<file path="config.mk">
export PLATFORM = sky130hd
export DESIGN_NAME = mod_counter
export DESIGN_NICKNAME = d
export VERILOG_FILES = /design/src/rtl/mod_counter.sv
export SDC_FILE = /design/constraint.sdc
export NUM_CORES = 1
export LEC_CHECK = 0
export ABC_AREA = 0
export CAP_MARGIN = 10
export CORE_ASPECT_RATIO = 0.5
export CORE_MARGIN = 1
export CORE_UTILIZATION = 35
export DETAILED_ROUTE_END_ITERATION = 7
export PLACE_DENSITY = 0.66
export SYNTH_ARGS = -nofsm -noshare
export SYNTH_HDL_FRONTEND = slang
export SYNTH_SLANG_ARGS = --single-unit
</file>
<file path="constraint.sdc">
create_clock -name clk -period 2.4 [get_ports clk]
set_input_delay 0.6 -clock clk [delete_from_list [all_inputs] [get_ports clk]]
set_output_delay 0.6 -clock clk [all_outputs]
set_load 0.01 [all_outputs]
</file>
<file path="src/rtl/mod_counter.sv">
// Programmable modulo up/down counter with prescaler, parallel load, one-shot
// mode, registered terminal-count pulse and sticky done flag.
module mod_counter #(
    parameter int WIDTH = 8,
    parameter int PRE_W = 4
) (
    input  logic             clk,
    input  logic             reset,
    input  logic             enable,
    input  logic             clear,
    input  logic             load,
    input  logic [WIDTH-1:0] load_val,
    input  logic             up_down,
    input  logic [WIDTH-1:0] limit,
    input  logic             oneshot,
    input  logic [PRE_W-1:0] prescale,
    output logic [WIDTH-1:0] out,
    output logic             tc,
    output logic             done
);

    logic [PRE_W-1:0] pre_cnt;
    logic             run;
    logic             tick;
    logic             terminal;
    logic [WIDTH-1:0] next_out;

    // Up-count treats anything at or above limit as terminal so a value
    // loaded above the range wraps immediately; down-count only ends at zero.
    function automatic logic is_terminal(
        input logic [WIDTH-1:0] cnt,
        input logic [WIDTH-1:0] lim,
        input logic             up
    );
        if (up)
            return (cnt >= lim);
        else
            return (cnt == '0);
    endfunction

    function automatic logic [WIDTH-1:0] step_value(
        input logic [WIDTH-1:0] cnt,
        input logic [WIDTH-1:0] lim,
        input logic             up,
        input logic             term,
        input logic             hold
    );
        logic [WIDTH-1:0] nxt;
        if (term) begin
            if (hold)
                nxt = cnt;
            else if (up)
                nxt = '0;
            else
                nxt = lim;
        end else if (up) begin
            nxt = cnt + 1'b1;
        end else begin
            nxt = cnt - 1'b1;
        end
        return nxt;
    endfunction

    always_comb begin
        run      = 1'b0;
        tick     = 1'b0;
        terminal = 1'b0;
        next_out = out;
        run      = enable && !done;
        tick     = run && (pre_cnt == prescale);
        terminal = is_terminal(out, limit, up_down);
        next_out = step_value(out, limit, up_down, terminal, oneshot);
    end

    always_ff @(posedge clk or posedge reset) begin
        if (reset) begin
            out     <= '0;
            pre_cnt <= '0;
            tc      <= 1'b0;
            done    <= 1'b0;
        end else if (clear) begin
            out     <= '0;
            pre_cnt <= '0;
            tc      <= 1'b0;
            done    <= 1'b0;
        end else if (load) begin
            out     <= load_val;
            pre_cnt <= '0;
            tc      <= 1'b0;
            done    <= 1'b0;
        end else begin
            tc <= 1'b0;
            if (tick) begin
                pre_cnt <= '0;
                out     <= next_out;
                if (terminal) begin
                    tc <= 1'b1;
                    if (oneshot)
                        done <= 1'b1;
                end
            end else if (run) begin
                pre_cnt <= pre_cnt + 1'b1;
            end
        end
    end

endmodule

</file>
======== Word level (Yosys, flattened, before mapping) ========
Cells that the tools add are included.
operators by class
  add/sub/neg operators ................... 3
  magnitude comparators ................... 1
  equality and inequality tests ........... 2
  muxes and demuxes ....................... 21
  reduce and logical (&&, ||, !) cells .... 10
operators with widths
  kind                 count
  $mux 8               7
  $mux 4               4
  $mux 1               10
  $reduce_bool 3->1    3
  $add 8x1->8 const B  1
  $ge 8x8->1           1
  $logic_not 8->1      1
  $sub 8x1->8 const B  1
  $add 4x1->4 const B  1
  $eq 4x4->1           1
  $ne 4x4->1 const B   1
  $reduce_bool 4->1    1
  $reduce_and 3->1     1
  $logic_and 1x1->1    2
  $reduce_and 2->1     1
  $logic_not 1->1      1
storage, ports and cells
  bits in registers ....................... 14
  bits of input ports ..................... 27
  output and inout bits ................... 10
  word-level logic and storage cells ...... 41

======== Depth between registers and ports, before layout ========
  depth after elaboration ................. 6
  mapped depth ............................ 9
  mapped depth without buffers ............ 8

======== Worst setup path after synthesis ========
No wires, ideal clock.
  path kind ............................... input to register
  from .................................... in up_down
  to ...................................... reg out[7]
  arrival time ............................ 2,204 ps
  data required time ...................... 2,290 ps
  path slack .............................. 86 ps
  cell stages on the path ................. 8
  path buffers ............................ 0
  cell sequence ........................... inv_1 -> ha_1 -> or2_2 -> or3_1 -> o21ai_0 -> xnor2_1 -> a221oi_1 -> o41ai_1
between the ends
  word-level cells in the longest chain between the ends .. 6
ends and longest elaborated chain
  what                  line  RTL
  start, declared       13    input logic up_down,
  $mux 8                52    else if (up)
  $mux 8                50    if (hold)
  $mux 8                49    if (term) begin
  $mux 8                93    if (tick) begin
  $mux 8                86    end else if (load) begin
  $mux 8                81    end else if (clear) begin
  end signal, assigned  87    out <= load_val;
  end signal, assigned  95    out <= next_out;
  end, declared         17    output logic [WIDTH-1:0] out,
Several ways; a longest one is shown, not always the timed one. The select of a mux whose other input is x is not followed.
A chain may end at the register's enable or synchronous reset.

======== Worst setup path in the final report ========
  from .................................... in limit[0]
  to ...................................... reg out[7]
between the ends
  word-level cells in the longest chain between the ends .. 6
ends and longest elaborated chain
  what             line  RTL
  start, declared  14    input logic [WIDTH-1:0] limit,
  $ge 8x8->1 *     36    return (cnt >= lim);
  $mux 1 *         35    if (up)
  $mux 8           49
  $mux 8           93
  $mux 8           86
  $mux 8           81
Mark *: on every way between the ends. The rest lies on a longest branch, timed or not. The select of a mux whose other input is x is not followed.

==> flow_summary_export.csv <==
group,metric,value,unit
outcome,status,"complete, no violations",
layout,diodes,0,
global_route,grt_start_max_net_pins,18,
clock_network,cts_buffers,3,
synth,async_flop_share,100,%
drt,ant_nets,0,
global_route,grt-ovfl-total,0,
timing,fin_crit,2340,ps
layout,nets,266,
layout,area_delta_synth_final,66.1,%
clock_network,htreeDepth,1,
timing,slew_violations,0,
setup_path,rrSetupSlack,250,ps
setup_path,crit_fanout,8,
synth,syn-num-nets,196,
floorplan,core-area,3580,um2
place,portBuffers,36,
layout,final_util,63.4,%
place,dpl_cell_area,2020,um2
clock_network,path_clk_slew,70,ps
power,power.leakage,1.02,nW
setup_path,cp.depth,9,
power,peakVddDrop,0.199,mV
timing,finalCritPeriodShare,97.6,%
global_route,grt_pass1_wl,7020,um
clock_network,clock_latency,260,ps
setup_path,cp-startpoint,"limit[0]",
synth,yosysUniqueCellTypes,43,
setup_path,cp_slowest_cell,"o41ai_4",
synth,ys.flop_type,"dfrtp_1",
synth,synth_edf_count,0,
synth,postSynthAreaPerCell,8.95,um2
drt,wire_per_inst,16.0,um
global_route,grt_usage,23.0,%
clock_network,cts_hold_buf,0,
synth,ys_seq_area_share,25.6,%
floorplan,start_util,38.2,%
drt,drtPass1Iterations,4,
setup_path,r2r-start,"out[0]",
drt,via_per_inst,5.26,
setup_path,reg2reg_depth,9,
synth,ys_seq_elements,14,
job,drv_cap,0,
min_path,hold_class,"register to register",
timing,worst_slew_pin_slew,581,ps
place,place_congestion,0.905,
synth,synth_area_leaders,"dfrtp_1 (26%), ha_1 (14%), nor2b_1 (4.1%), xnor2_1 (3.8%), inv_1 (3.6%)",
clock_network,clock_path_buffers,2,
drt,drc,0,
timing,slew_headroom,61.2,%
setup_path,r2r_end,"out[7]",
setup_path,critical_path_arrival,2510,ps
floorplan,io-pin-count,37,
layout,finalInstanceArea,2270,um2
floorplan,rows,15,
timing,holdWs,574,ps
place,place_ws,-588,ps
clock_network,cts_root_buf,"clkbuf_8",
floorplan,die_w,90.4,um
floorplan,die_height,46.2,um
timing,fmax,427,MHz
power,p_total,1.22,mW
timing,setup-tns-final,0,ps
synth,yosysMostFrequentCell,"ha_1",
drt,drtIter0Drc,37,
synth,netlist_area,1370,um2
layout,drive_above_1_share,35.1,%
synth,synthCells,153,
synth,synth_area_leader_cell,"dfrtp_1",
setup_path,criticalPathCategory,"primary input to register",
place,numPlacedInstances,267,
setup_path,critPathCapture,"out[7]",
global_route,grt_pass1_vias,1457,
synth,yosysWarnings,0,
setup_path,worst_setup_path_start_kind,"primary input",
setup_path,cp.buffers_inverters,3,
synth,yosys-top-cells-count,"ha_1 (15), dfrtp_1 (14), inv_1 (13), nor2_1 (13), nand2_1 (12)",
power,p_per_area,537,nW/um2
synth,synthDominantCellAreaShare,25.6,%
setup_path,path_delay_family,"compound AO/OA/AOI/OAI gates",
setup_path,critPathRequiredTime,2570,ps
timing,setup_viol,0,
layout,finalNonFillerCells,273,
place,hpwl,3200,um
setup_path,path_cells,"dlygate4sd2_1, ha_1, nand2b_4, a211oi_2, o221a_2, buf_4, o31ai_4, buf_12, o41ai_4",
timing,fin_skew,10.0,ps
clock_network,clkSinkCount,14,
drt,totalWireLength,4370,um
clock_network,cts_tree,"yes",
timing,fin_ws,56.5,ps
timing,hold_viol,0,
setup_path,crit_path_max_incr_delay,310,ps
drt,dr_total_vias,1435,
setup_path,crit_path_end_kind,"register",
floorplan,die_area,4180,um2
global_route,antenna_found_initial,0,
[what timing repair did]
action	4_1_cts	5_1_grt
gates cloned	1	0
setup buffers	0	1
pin swaps	16	4
setup endpoints to repair	8	3
resized for setup	41	3
[cell families (layout without fill, tap and decap cells)]
kind of cell	Yosys count	after routing	share of synthesized area (%)
XOR/XNOR	12	12	8.23
buffers and inverters	19	88	6.12
AND/OR/NAND/NOR	54	54	20.0
flip-flops	14	14	25.6
AO/OA/AOI/OAI	38	38	24.9
adder cells (fa/ha/maj)	16	16	15.2
[placed cells by master, fill, tap and decap left out, drive strengths merged]
cell / Yosys / layout
dlygate4sd2: 0 / 9
or3: 1 / 1
nand4: 1 / 1
clkdlybuf4s50: 0 / 27
a221oi: 6 / 6
nand2: 12 / 12
xor2: 5 / 5
xnor2: 7 / 7
ha: 15 / 15
nor3: 4 / 4
o221a: 1 / 1
nand2b: 2 / 2
o21ai: 7 / 7
a22o: 2 / 2
clkbuf: 3 / 4
buf: 3 / 35
o41ai: 8 / 8
fa: 1 / 1
and2: 1 / 1
nor2: 13 / 13
o211ai: 1 / 1
and3: 1 / 1
nor2b: 9 / 9
and4: 1 / 1
dfrtp: 14 / 14
o22ai: 1 / 1
o31a: 1 / 1
or2: 4 / 4
inv: 13 / 13
nor4: 4 / 4
a31oi: 1 / 1
a211oi: 2 / 2
nor3b: 1 / 1
o31ai: 2 / 2
a21oi: 6 / 6
[power breakdown]
part | total [mW] | leakage, nW | internal [mW] | switching [mW]
logic | 0.675 | 0.810 | 0.363 | 0.311
registers | 0.296 | 0.186 | 0.259 | 0.0365
clock network | 0.249 | 0.0288 | 0.146 | 0.103
[layout make-up]
| class | count | area [um2] |
|---|---|---|
| clock buffers | 4 | 55.1 |
| fillers | 306 | 1310 |
| inverters | 13 | 48.8 |
| multi-input cells | 120 | 1110 |
| flip-flops and latches | 14 | 350 |
| well taps | 51 | 63.8 |
| repair buffers | 71 | 648 |
[registers in the layout (all words and copies together), names as in the netlist]
register / flops
done: 1
pre_cnt: 4
out: 8
tc: 1
[worst reg2reg max path, cell delays in order, from the launching register on]
cell	delay (ps)
dfrtp_1	380
inv_1	90
ha_1	240
nand2b_4	150
a211oi_2	230
o221a_2	240
buf_4	120
o31ai_4	110
buf_12	190
o41ai_4	320
[worst min-delay path by stage]
stage	start	end	slack [ps]	cells after the start
floorplan	reset	done	490	1
global placement	pre_cnt[0]	pre_cnt[0]	560	1
detailed placement	pre_cnt[0]	pre_cnt[0]	580	1
CTS	pre_cnt[0]	pre_cnt[0]	590	1
global route	pre_cnt[0]	pre_cnt[0]	600	1
finish	pre_cnt[0]	pre_cnt[0]	570	1
[metal layers]
layer	up-vias	wire (um)	part of all wire (%)	track usage (%)
met3	11	260	6.0	7.43
li1	696	-	-	-
met1	686	1870	43	25.6
met2	42	2120	49	41.8
met4	0	115	2.6	11.6
met5	-	0	0	0
No activity file was read; power rests on OpenSTA's default activity.
